===== src/rtl/seg_pkg.sv =====
// Shared seven-segment definitions for the scan-capture (read) and drive paths.
// Pattern bit0 = segment a ... bit6 = segment g, active-high.
package seg_pkg;

  localparam logic [6:0] SEG_0     = 7'b0111111;
  localparam logic [6:0] SEG_1     = 7'b0000110;
  localparam logic [6:0] SEG_2     = 7'b1011011;
  localparam logic [6:0] SEG_3     = 7'b1001111;
  localparam logic [6:0] SEG_4     = 7'b1100110;
  localparam logic [6:0] SEG_5     = 7'b1101101;
  localparam logic [6:0] SEG_6     = 7'b1111101;
  localparam logic [6:0] SEG_7     = 7'b0000111;
  localparam logic [6:0] SEG_8     = 7'b1111111;
  localparam logic [6:0] SEG_9     = 7'b1100111;
  localparam logic [6:0] SEG_BLANK = 7'b0000000;

  localparam logic [3:0] BCD_BLANK = 4'hF;
  localparam logic [3:0] BCD_ERR   = 4'hE;

  // WAIT: current sample not yet committed; HOLD: committed, waiting for a change
  typedef enum logic {
    ST_WAIT = 1'b0,
    ST_HOLD = 1'b1
  } state_t;

endpackage


===== src/rtl/seg_scan_capture_if.sv =====
// Scanned seven-segment bus plus the reconstructed per-digit results.
// master = whoever drives the display lines, slave = the capture block.
interface seg_scan_capture_if #(
  parameter int NUM_DIGITS = 4
) ();

  logic                      common_anode;
  logic [6:0]                seg_in;
  logic [NUM_DIGITS-1:0]     dig_en;
  logic [4*NUM_DIGITS-1:0]   bcd_out;
  logic [NUM_DIGITS-1:0]     blank_out;
  logic [NUM_DIGITS-1:0]     err_out;
  logic                      digit_update;
  logic                      frame_valid;

  modport master (
    output common_anode, seg_in, dig_en,
    input  bcd_out, blank_out, err_out, digit_update, frame_valid
  );

  modport slave (
    input  common_anode, seg_in, dig_en,
    output bcd_out, blank_out, err_out, digit_update, frame_valid
  );

endinterface


===== src/rtl/seg2bcd.sv =====
// Combinational decode of an active-high segment pattern into a BCD code,
// with separate flags for the all-off (blank) and unrecognised cases.
module seg2bcd
  import seg_pkg::*;
(
  input  logic [6:0] seg_n,
  output logic [3:0] code,
  output logic       blank,
  output logic       illegal
);

  // Match against the shared digit table; anything unlisted is illegal
  always_comb begin
    code    = BCD_ERR;
    blank   = 1'b0;
    illegal = 1'b0;
    case (seg_n)
      SEG_0:     code = 4'd0;
      SEG_1:     code = 4'd1;
      SEG_2:     code = 4'd2;
      SEG_3:     code = 4'd3;
      SEG_4:     code = 4'd4;
      SEG_5:     code = 4'd5;
      SEG_6:     code = 4'd6;
      SEG_7:     code = 4'd7;
      SEG_8:     code = 4'd8;
      SEG_9:     code = 4'd9;
      SEG_BLANK: begin
        code  = BCD_BLANK;
        blank = 1'b1;
      end
      default: begin
        code    = BCD_ERR;
        illegal = 1'b1;
      end
    endcase
  end

endmodule


===== src/rtl/seg_scan_capture.sv =====
// Reconstructs per-digit BCD values from a time-multiplexed seven-segment bus.
// Each registered sample must stay identical for STABLE_CYCLES samples before
// it is committed to the slot selected by the one-hot digit enable.
module seg_scan_capture
  import seg_pkg::*;
#(
  parameter int NUM_DIGITS    = 4,
  parameter int STABLE_CYCLES = 4
) (
  input logic              clk,
  input logic              reset,
  seg_scan_capture_if.slave bus
);

  localparam int                CNT_W   = $clog2(STABLE_CYCLES);
  localparam logic [CNT_W-1:0]  CNT_MAX = CNT_W'(STABLE_CYCLES - 1);

  logic [6:0]              seg_d;
  logic [6:0]              seg_q;
  logic [NUM_DIGITS-1:0]   en_q;
  logic                    changed;
  logic [CNT_W-1:0]        cnt;
  logic [CNT_W-1:0]        cnt_next;
  state_t                  state;
  state_t                  state_next;
  logic                    commit;
  logic                    valid_commit;
  logic [NUM_DIGITS-1:0]   seen;
  logic [NUM_DIGITS-1:0]   seen_set;
  logic [3:0]              dec_code;
  logic                    dec_blank;
  logic                    dec_illegal;
  logic [4*NUM_DIGITS-1:0] bcd_q;
  logic [NUM_DIGITS-1:0]   blank_q;
  logic [NUM_DIGITS-1:0]   err_q;
  logic                    update_q;
  logic                    frame_q;

  // Polarity is folded in before the register, so flipping common_anode looks
  // like any other sample change and restarts the filter.
  assign seg_d   = bus.common_anode ? ~bus.seg_in : bus.seg_in;
  assign changed = (seg_d != seg_q) || (bus.dig_en != en_q);

  // Run-length counter: restart on change, otherwise count up and saturate
  always_comb begin
    cnt_next = cnt;
    if (changed)
      cnt_next = '0;
    else if (cnt != CNT_MAX)
      cnt_next = cnt + CNT_W'(1);
  end

  // Capture the normalised sample and advance the stability counter
  always_ff @(posedge clk or posedge reset) begin
    if (reset) begin
      seg_q <= '0;
      en_q  <= '0;
      cnt   <= '0;
    end else begin
      seg_q <= seg_d;
      en_q  <= bus.dig_en;
      cnt   <= cnt_next;
    end
  end

  // Commit once per stable run; a new sample always reopens the WAIT window
  always_comb begin
    state_next = state;
    commit     = 1'b0;
    case (state)
      ST_WAIT: begin
        if (cnt == CNT_MAX) begin
          commit     = 1'b1;
          state_next = ST_HOLD;
        end
      end
      ST_HOLD: state_next = ST_HOLD;
      default: state_next = ST_WAIT;
    endcase
    if (changed)
      state_next = ST_WAIT;
  end

  // FSM state register
  always_ff @(posedge clk or posedge reset) begin
    if (reset)
      state <= ST_WAIT;
    else
      state <= state_next;
  end

  // Zero-hot or multi-hot enables consume the commit without touching outputs
  assign valid_commit = commit && $onehot(en_q);
  assign seen_set     = seen | en_q;

  seg2bcd u_seg2bcd (
    .seg_n   (seg_q),
    .code    (dec_code),
    .blank   (dec_blank),
    .illegal (dec_illegal)
  );

  // Slot registers, frame tracking and the one-cycle strobes
  always_ff @(posedge clk or posedge reset) begin
    if (reset) begin
      bcd_q    <= {NUM_DIGITS{BCD_BLANK}};
      blank_q  <= '1;
      err_q    <= '0;
      seen     <= '0;
      update_q <= 1'b0;
      frame_q  <= 1'b0;
    end else begin
      update_q <= valid_commit;
      frame_q  <= 1'b0;
      if (valid_commit) begin
        for (int i = 0; i < NUM_DIGITS; i++) begin
          if (en_q[i]) begin
            bcd_q[4*i +: 4] <= dec_code;
            blank_q[i]      <= dec_blank;
            err_q[i]        <= dec_illegal;
          end
        end
        if (&seen_set) begin
          frame_q <= 1'b1;
          seen    <= '0;
        end else begin
          seen <= seen_set;
        end
      end
    end
  end

  assign bus.bcd_out      = bcd_q;
  assign bus.blank_out    = blank_q;
  assign bus.err_out      = err_q;
  assign bus.digit_update = update_q;
  assign bus.frame_valid  = frame_q;

endmodule


===== src/flat_wrapper.sv =====
// flat-port wrapper written by rule: the top's interface ports become plain ports
module seg_scan_capture_flat import seg_pkg::*;
#(
  parameter int NUM_DIGITS    = 4,
  parameter int STABLE_CYCLES = 4
)
  (clk, reset, bus_common_anode, bus_seg_in, bus_dig_en, bus_bcd_out, bus_blank_out, bus_err_out, bus_digit_update, bus_frame_valid);
  seg_scan_capture_if #(.NUM_DIGITS(NUM_DIGITS)) bus_i ();
  input logic clk;
  input logic reset;
  input wire logic [$bits(bus_i.common_anode)-1:0] bus_common_anode;
  input wire logic [$bits(bus_i.seg_in)-1:0] bus_seg_in;
  input wire logic [$bits(bus_i.dig_en)-1:0] bus_dig_en;
  output wire logic [$bits(bus_i.bcd_out)-1:0] bus_bcd_out;
  output wire logic [$bits(bus_i.blank_out)-1:0] bus_blank_out;
  output wire logic [$bits(bus_i.err_out)-1:0] bus_err_out;
  output wire logic [$bits(bus_i.digit_update)-1:0] bus_digit_update;
  output wire logic [$bits(bus_i.frame_valid)-1:0] bus_frame_valid;
  assign bus_i.common_anode = bus_common_anode;
  assign bus_i.seg_in = bus_seg_in;
  assign bus_i.dig_en = bus_dig_en;
  assign bus_bcd_out = bus_i.bcd_out;
  assign bus_blank_out = bus_i.blank_out;
  assign bus_err_out = bus_i.err_out;
  assign bus_digit_update = bus_i.digit_update;
  assign bus_frame_valid = bus_i.frame_valid;
  seg_scan_capture #(.NUM_DIGITS(NUM_DIGITS), .STABLE_CYCLES(STABLE_CYCLES)) u_core (.clk(clk), .reset(reset), .bus(bus_i));
endmodule

===== config.mk =====
export PLATFORM = sky130hd
export DESIGN_NAME = seg_scan_capture_flat
export DESIGN_NICKNAME = d
export VERILOG_FILES = /design/src/rtl/seg_pkg.sv /design/src/rtl/seg_scan_capture_if.sv /design/src/rtl/seg2bcd.sv /design/src/rtl/seg_scan_capture.sv /design/src/flat_wrapper.sv
export SDC_FILE = /design/constraint.sdc
export NUM_CORES = 1
export LEC_CHECK = 0
export ABC_CLOCK_PERIOD_IN_PS = 2900
export BUFFER_PORTS_ARGS = -buffer_cell sky130_fd_sc_hd__buf_2
export CAP_MARGIN = 30
export CORE_MARGIN = 1
export CORE_UTILIZATION = 39
export CTS_CLUSTER_SIZE = 10
export DETAILED_ROUTE_END_ITERATION = 10
export GPL_ROUTABILITY_DRIVEN = 0
export PLACE_DENSITY = 0.6
export SLEW_MARGIN = 0
export SYNTH_ARGS = -nofsm -noshare
export SYNTH_HDL_FRONTEND = slang
export SYNTH_SLANG_ARGS = --single-unit

===== constraint.sdc =====
create_clock -name clk -period 2.9 [get_ports clk]
set_input_delay 0.725 -clock clk [delete_from_list [all_inputs] [get_ports clk]]
set_output_delay 0.725 -clock clk [all_outputs]
set_load 0.01 [all_outputs]

# Word-level counts from Yosys, hierarchy flattened

Index checks and enable logic that the tools add are counted.

Equality and inequality tests: 15
Add/sub/neg operators: 4
Bitwise operators: 3
Reductions and logical operators: 10
Multiplexer cells: 13

Operator list:

| operator                                                              | number |
|---|---|
| 7-bit equality test, second input constant                            | 7 |
| 4-bit case mux with 11 select lines                                   | 1 |
| 7-bit by 3-bit equality test with 1-bit output, second input constant | 2 |
| 11-bit OR reduction                                                   | 1 |
| 2-bit AND reduction                                                   | 4 |
| 7-bit by 6-bit equality test with 1-bit output, second input constant | 1 |
| 7-bit zero test                                                       | 1 |
| 1-bit two-way mux                                                     | 7 |
| 7-bit two-way mux                                                     | 1 |
| 7-bit != test                                                         | 1 |
| 7-bit NOT                                                             | 1 |
| 1-bit by 1-bit adder with 2-bit output                                | 2 |
| 2-bit two-way mux                                                     | 2 |
| 4-bit two-way mux                                                     | 1 |
| 4-bit != test                                                         | 1 |
| 4-bit OR                                                              | 1 |
| 4-bit AND reduction                                                   | 1 |
| 3-bit adder                                                           | 1 |
| 3-bit by 1-bit equality test with 1-bit output, second input constant | 1 |
| 2-bit by 1-bit adder with 2-bit output, second input constant         | 1 |
| 2-bit equality test, second input constant                            | 1 |
| 2-bit != test, second input constant                                  | 1 |
| 1-bit case mux with 2 select lines                                    | 1 |
| 2-bit nonzero test                                                    | 1 |
| 3 further kinds                                                       | 3 |

Bits of input ports: 14
Bits in registers: 44
Output and inout bits: 26
Logic and storage cells: 64

# Depth between registers and ports, before layout

Word-level depth: 5
Depth in mapped cells: 7
Mapped depth without buffers: 7

# By module

A second synthesis with hierarchy kept.

Cell total of the unflattened synthesis: 171
Area total of the unflattened synthesis: 2103.3 µm²

By module, submodules not included:

| module           | sequential area each (µm²) | area an instance (µm²) | cells an instance | instances |
|---|---|---|---|---|
| seg_scan_capture | 1126.1                     | 1833.0                 | 127               | 1 |
| seg2bcd          | 0.0                        | 270.3                  | 44                | 1 |

# Least setup slack after synthesis

OpenSTA, ideal clock, no wires.

Path kind: register to register
Start: register u_core.en_q[2]
End: register u_core.err_q[1], in the netlist u_core.bus.err_out[1]
Setup time: 125 ps
Cell stages (with the launch flop): 7
Period minus slack after synthesis: 2474 ps
Slack: 426 ps
Required time: 2775 ps
Buffers on the path: 0
Arrival: 2349 ps
Cell sequence: dfrtp_1 ha_1 ha_1 fa_1 nor4_4 nand2_1 mux2_2

Cells in the longest elaborated chain, start to end: 5

RTL lines:

| what                                                         | RTL line                | source |
|---|---|---|
| start: declaration                                           | seg_scan_capture.sv:20  | `logic [NUM_DIGITS-1:0] en_q;` |
| start signal: assignment                                     | seg_scan_capture.sv:61  | `en_q <= bus.dig_en;` |
| 1-bit by 1-bit adder with 2-bit output (implied by the code) | seg_scan_capture.sv:93  | `assign valid_commit = commit && $onehot(en_q);` |
| 3-bit adder (implied by the code)                            | seg_scan_capture.sv:93  |  |
| 3-bit by 1-bit equality test with 1-bit output               | seg_scan_capture.sv:93  |  |
| 1-bit logical AND                                            | seg_scan_capture.sv:93  |  |
| net u_core.valid_commit                                      | seg_scan_capture.sv:27  | `logic valid_commit;` |
| 2-bit AND reduction (no line)                                | n/a                     |  |
| end signal: indexed assignment                               | seg_scan_capture.sv:120 | `err_q[i] <= dec_illegal;` |
| end: declaration                                             | seg_scan_capture.sv:35  | `logic [NUM_DIGITS-1:0] err_q;` |

The timed path passes the listed nets, and every way through them passes these cells.
A chain may end at the register's enable or synchronous reset.

# Worst setup path in the final report

Start: register u_core.en_q[2]
End: register u_core.seen[3]

Cells in the longest elaborated chain, start to end: 4
Elaborated cells on any way between the ends: 7
Those cells by class: add/sub: 2; eq/ne: 1; mux: 1; bitwise: 1; reduce/logical: 2

RTL lines:

| what                                                         | RTL line                | source |
|---|---|---|
| 1-bit by 1-bit adder with 2-bit output (implied by the code) | seg_scan_capture.sv:93  |  |
| 3-bit adder (implied by the code)                            | seg_scan_capture.sv:93  |  |
| 3-bit by 1-bit equality test with 1-bit output               | seg_scan_capture.sv:93  |  |
| 1-bit logical AND                                            | seg_scan_capture.sv:93  |  |
| net u_core.valid_commit                                      | seg_scan_capture.sv:27  |  |
| end signal: assignment                                       | seg_scan_capture.sv:127 | `seen <= seen_set;` |
| end: declaration                                             | seg_scan_capture.sv:28  | `logic [NUM_DIGITS-1:0] seen;` |

The timed path passes the listed nets, and every way through them passes these cells.

==> impl_metrics.prom <==
# TYPE chip_impl_metric gauge
chip_impl_metric{name="maxCapViolations",unit=""} 0
chip_impl_metric{name="seq_power_share",unit=""} 0.527
chip_impl_metric{name="floorplan.core_area",unit="µm²"} 5140
chip_impl_info{name="yosysTopAreaCell",value="sky130_fd_sc_hd__dfrtp_1"} 1
chip_impl_metric{name="cts_setup_buffers",unit=""} 0
chip_impl_metric{name="vias_per_cell",unit=""} 4.92
chip_impl_metric{name="port_buffers",unit=""} 39
chip_impl_metric{name="global_route.usage.total",unit=""} 0.148
chip_impl_metric{name="clock_tree.htree_level_count",unit=""} 2
chip_impl_metric{name="row_count",unit=""} 26
chip_impl_info{name="crit_path_category",value="reg -> reg"} 1
chip_impl_metric{name="power_density",unit="nW/µm²"} 508
chip_impl_metric{name="clk_pin_slew",unit="ns"} 0.09
chip_impl_metric{name="route.detailed.drc",unit=""} 0
chip_impl_metric{name="floorplan.initialDensity",unit=""} 0.409
chip_impl_metric{name="synth_compound_area_frac",unit=""} 0.0637
chip_impl_metric{name="antenna_found_initial",unit=""} 0
chip_impl_metric{name="synthesis.yosys.warnings",unit=""} 0
chip_impl_metric{name="drt_iter0_drc",unit=""} 65
chip_impl_metric{name="swShare",unit=""} 0.251
chip_impl_metric{name="detailed_route_wire_length_per_cell",unit="µm"} 13.6
chip_impl_metric{name="syn-mean-instance-area",unit="µm²"} 12.3
chip_impl_metric{name="worstPathArrival",unit="ns"} 2.79
chip_impl_metric{name="clock_skew",unit="ns"} 0.00805
chip_impl_metric{name="clock_period_minus_worst_slack",unit="ns"} 2.62
chip_impl_metric{name="register_area_share_after_synthesis",unit=""} 0.536
chip_impl_metric{name="yosysTopAreaCellShare",unit=""} 0.286
chip_impl_metric{name="yosys.area_share.adder",unit=""} 0.0333
chip_impl_metric{name="postLayoutCellArea",unit="µm²"} 2470
chip_impl_metric{name="floorplan.io_pins",unit=""} 40
chip_impl_info{name="hold_path.class",value="reg -> reg"} 1
chip_impl_metric{name="design.die.area",unit="µm²"} 5690
chip_impl_metric{name="tightestPinTransition",unit="ns"} 0.541
chip_impl_metric{name="finish.net_count",unit=""} 230
chip_impl_metric{name="finalCoreUtilization",unit=""} 0.480
chip_impl_metric{name="first_global_vias",unit=""} 1253
chip_impl_metric{name="worstPathMaxFanout",unit=""} 6
chip_impl_info{name="most-common-layout-cells",value="sky130_fd_sc_hd__buf_2 (39), sky130_fd_sc_hd__dfrtp_1 (24), sky130_fd_sc_hd__mux2_2 (20), sky130_fd_sc_hd__dfstp_2 (20), sky130_fd_sc_hd__xor2_1 (13)"} 1
chip_impl_metric{name="cts-root-to-sink-buffers",unit=""} 2
chip_impl_metric{name="fillers",unit=""} 499
chip_impl_metric{name="intPower",unit="µW"} 939
chip_impl_metric{name="clk-insertion-delay-late",unit="ns"} 0.30
chip_impl_metric{name="final_min_period_over_clock_period",unit=""} 0.904
chip_impl_metric{name="setup_viol_count_final",unit=""} 0
chip_impl_metric{name="tritoncts.num_buffers",unit=""} 5
chip_impl_metric{name="antenna_violating_nets_post_route",unit=""} 0
chip_impl_metric{name="synth.cell_area",unit="µm²"} 2100
chip_impl_metric{name="cts-hold-fix-buffers",unit=""} 0
chip_impl_info{name="cts_tree",value="built"} 1
chip_impl_metric{name="drt_pre_antenna_iters",unit=""} 4
chip_impl_metric{name="power_switching",unit="µW"} 315
chip_impl_metric{name="place_area",unit="µm²"} 2350
chip_impl_metric{name="finalWirelength",unit="µm"} 3840
chip_impl_metric{name="number_of_storage_elements_in_the_synthesis_netlist",unit=""} 44
chip_impl_info{name="layout.cells.most_common",value="sky130_fd_sc_hd__buf_2"} 1
chip_impl_metric{name="slew_headroom",unit=""} 0.640
chip_impl_metric{name="final_layout_size_suffix_gt1_frac",unit=""} 0.439
chip_impl_metric{name="setup_total_negative_slack",unit="ns"} 0
chip_impl_metric{name="clock_sink_count",unit=""} 44
chip_impl_metric{name="area_growth",unit="%"} 17.3
chip_impl_metric{name="power.total",unit="mW"} 1.25
chip_impl_metric{name="timing.final.ws_setup",unit="ns"} 0.279
chip_impl_metric{name="power.leakage",unit="nW"} 1.16
chip_impl_metric{name="place_inst",unit=""} 274
chip_impl_info{name="cts.root.buffer_cell",value="sky130_fd_sc_hd__clkbuf_8"} 1
chip_impl_info{name="critPathLaunchType",value="register"} 1
chip_impl_metric{name="gr-total-overflow",unit=""} 0
chip_impl_metric{name="synth_cell_type_count",unit=""} 40
chip_impl_metric{name="fp.dieW",unit="µm"} 75.4
chip_impl_info{name="rsz0062_at_grt",value="false"} 1
chip_impl_metric{name="synthSimpleGateAreaFrac",unit=""} 0.135
chip_impl_metric{name="dpl_worst_slack",unit="ns"} 0.268
chip_impl_metric{name="postCtsResizedCells",unit=""} 0
chip_impl_info{name="status",value="completed"} 1
chip_impl_metric{name="maxClockFrequency",unit="MHz"} 382
chip_impl_metric{name="grt_max_degree",unit=""} 45
chip_impl_metric{name="die_h",unit="µm"} 75.4
chip_impl_metric{name="hold_ws",unit="ns"} 0.484
chip_impl_metric{name="finalHoldViolations",unit=""} 0
chip_impl_metric{name="synthCells",unit=""} 171
chip_impl_metric{name="pwr-share-clk",unit=""} 0.386
chip_impl_info{name="critical_path.endpoint_type",value="register"} 1
chip_impl_metric{name="routed-via-count",unit=""} 1387
chip_impl_metric{name="vdd_ir_drop_max",unit="V"} 0.000345
chip_impl_metric{name="hpwlAfterDp",unit="µm"} 2820
chip_impl_metric{name="synth.area.mux_share",unit=""} 0.112
chip_impl_info{name="synth_top_cells_by_area",value="sky130_fd_sc_hd__dfrtp_1 (29%), sky130_fd_sc_hd__dfstp_2 (25%), sky130_fd_sc_hd__mux2_2 (11%)"} 1
chip_impl_metric{name="post_layout_nonfiller_instances",unit=""} 282
chip_impl_metric{name="post_synth_xor_area_fraction",unit=""} 0.0917
chip_impl_metric{name="finalMaxSlewViolations",unit=""} 0
chip_impl_metric{name="synth.net_count",unit=""} 190
chip_impl_metric{name="insertedDiodeCount",unit=""} 0
chip_impl_info{name="combinational_family_with_the_most_area_after_synthesis",value="simple AND/OR/NAND/NOR gates"} 1
chip_impl_metric{name="combPwrFrac",unit=""} 0.087
chip_impl_metric{name="cp_data_required_time",unit="ns"} 3.06
chip_impl_metric{name="grt_pass1_wl",unit="µm"} 6160
## routing by layer
layer / up-vias / part of all wire / global-route usage
li1: 685 / - / -
met1: 664 / 0.51 / 0.210
met2: 34 / 0.44 / 0.219
met3: 4 / 0.043 / 0.0437
met4: 0 / 0.0075 / 0.0432
met5: - / 0 / 0
## power by group through the flow
stage,sequential [mW],combinational [mW],clock [mW]
floorplan,0.645,0.112,0
global placement,0.672,0.109,0
detailed placement,0.672,0.111,0
CTS,0.661,0.112,0.493
global route,0.665,0.124,0.519
finish,0.661,0.109,0.483
## final timing paths
kind                                                 to  cells past startpoint  slack [ns]               startpoint
worst max register to register           u_core.seen[3]                      7        0.28           u_core.en_q[2]
worst min register to register  u_core.bus.blank_out[3]                      2        0.48  u_core.bus.blank_out[3]
worst max-delay path                     u_core.seen[3]                      7        0.28           u_core.en_q[2]
worst min-delay path            u_core.bus.blank_out[3]                      2        0.48  u_core.bus.blank_out[3]
min in group asynchronous               u_core.seg_q[0]                      3        0.54                    reset
max in group asynchronous        u_core.bus.bcd_out[13]                      3        1.97                    reset
## synth_stat cells
library cell / number
sky130_fd_sc_hd__or3_1: 2
sky130_fd_sc_hd__o21ai_0: 4
sky130_fd_sc_hd__mux2i_1: 1
sky130_fd_sc_hd__a32o_1: 1
sky130_fd_sc_hd__a21oi_1: 5
sky130_fd_sc_hd__nor3b_1: 1
sky130_fd_sc_hd__buf_2: 6
sky130_fd_sc_hd__buf_6: 1
sky130_fd_sc_hd__nand3_1: 4
sky130_fd_sc_hd__dfrtp_1: 24
sky130_fd_sc_hd__nor3b_2: 1
sky130_fd_sc_hd__inv_1: 3
sky130_fd_sc_hd__o2111a_1: 1
sky130_fd_sc_hd__o21ai_1: 1
sky130_fd_sc_hd__nor3_1: 3
sky130_fd_sc_hd__xor2_1: 13
sky130_fd_sc_hd__nor4_4: 1
sky130_fd_sc_hd__nor2_1: 11
sky130_fd_sc_hd__o22ai_1: 2
sky130_fd_sc_hd__or4_1: 2
sky130_fd_sc_hd__and3b_1: 1
sky130_fd_sc_hd__buf_4: 1
sky130_fd_sc_hd__nor4_1: 1
sky130_fd_sc_hd__fa_1: 1
sky130_fd_sc_hd__a31oi_1: 2
sky130_fd_sc_hd__a211o_1: 2
sky130_fd_sc_hd__nand2_1: 10
sky130_fd_sc_hd__a311o_1: 1
sky130_fd_sc_hd__mux2_2: 20
sky130_fd_sc_hd__xnor2_1: 9
sky130_fd_sc_hd__dfstp_2: 20
sky130_fd_sc_hd__ha_1: 4
sky130_fd_sc_hd__a41o_1: 1
sky130_fd_sc_hd__and4_1: 1
sky130_fd_sc_hd__nor2b_1: 1
sky130_fd_sc_hd__nand4_1: 4
sky130_fd_sc_hd__or2_2: 1
sky130_fd_sc_hd__and2_1: 1
sky130_fd_sc_hd__or3b_4: 1
sky130_fd_sc_hd__nand4bb_1: 2
## critical path, cell delays in order (launching register included)
cell,delay (ns)
sky130_fd_sc_hd__dfrtp_1,0.45
sky130_fd_sc_hd__ha_1,0.32
sky130_fd_sc_hd__ha_1,0.21
sky130_fd_sc_hd__fa_1,0.48
sky130_fd_sc_hd__nor4_4,0.38
sky130_fd_sc_hd__inv_1,0.07
sky130_fd_sc_hd__nor3_1,0.47
sky130_fd_sc_hd__nor2_1,0.11
## state kept, by name (all words and copies together), names as in the netlist
name,cells
u_core.bus.bcd_out,16
u_core.bus.blank_out,4
u_core.bus.digit_update,1
u_core.bus.err_out,4
u_core.bus.frame_valid,1
u_core.cnt,2
u_core.en_q,4
u_core.seen,4
u_core.seg_q,7
u_core.state,1
## cell type report
type / instances / area [µm²] / share of cell area
clock buffers: 5 / 68.8 / 0.0279
clock inverters: 3 / 46.3 / 0.0188
inverters: 3 / 11.3 / 0.00457
multi-input cells: 116 / 916 / 0.371
flip-flops and latches: 44 / 1130 / 0.457
well taps: 70 / 87.6 / 0.0355
repair buffers: 41 / 210 / 0.0852
## logic make-up (layout without fill, tap and decap cells)
family | Yosys count | count (layout)
and+or+nand+nor | 48 | 48
DFF | 44 | 44
xor gates and xnor gates | 22 | 22
muxes | 21 | 21
AOI/OAI and AO/OA | 20 | 20
buffers and inverters | 11 | 52
adders and majority gates | 5 | 5
Note: power is estimated with default switching activity, not from simulation.
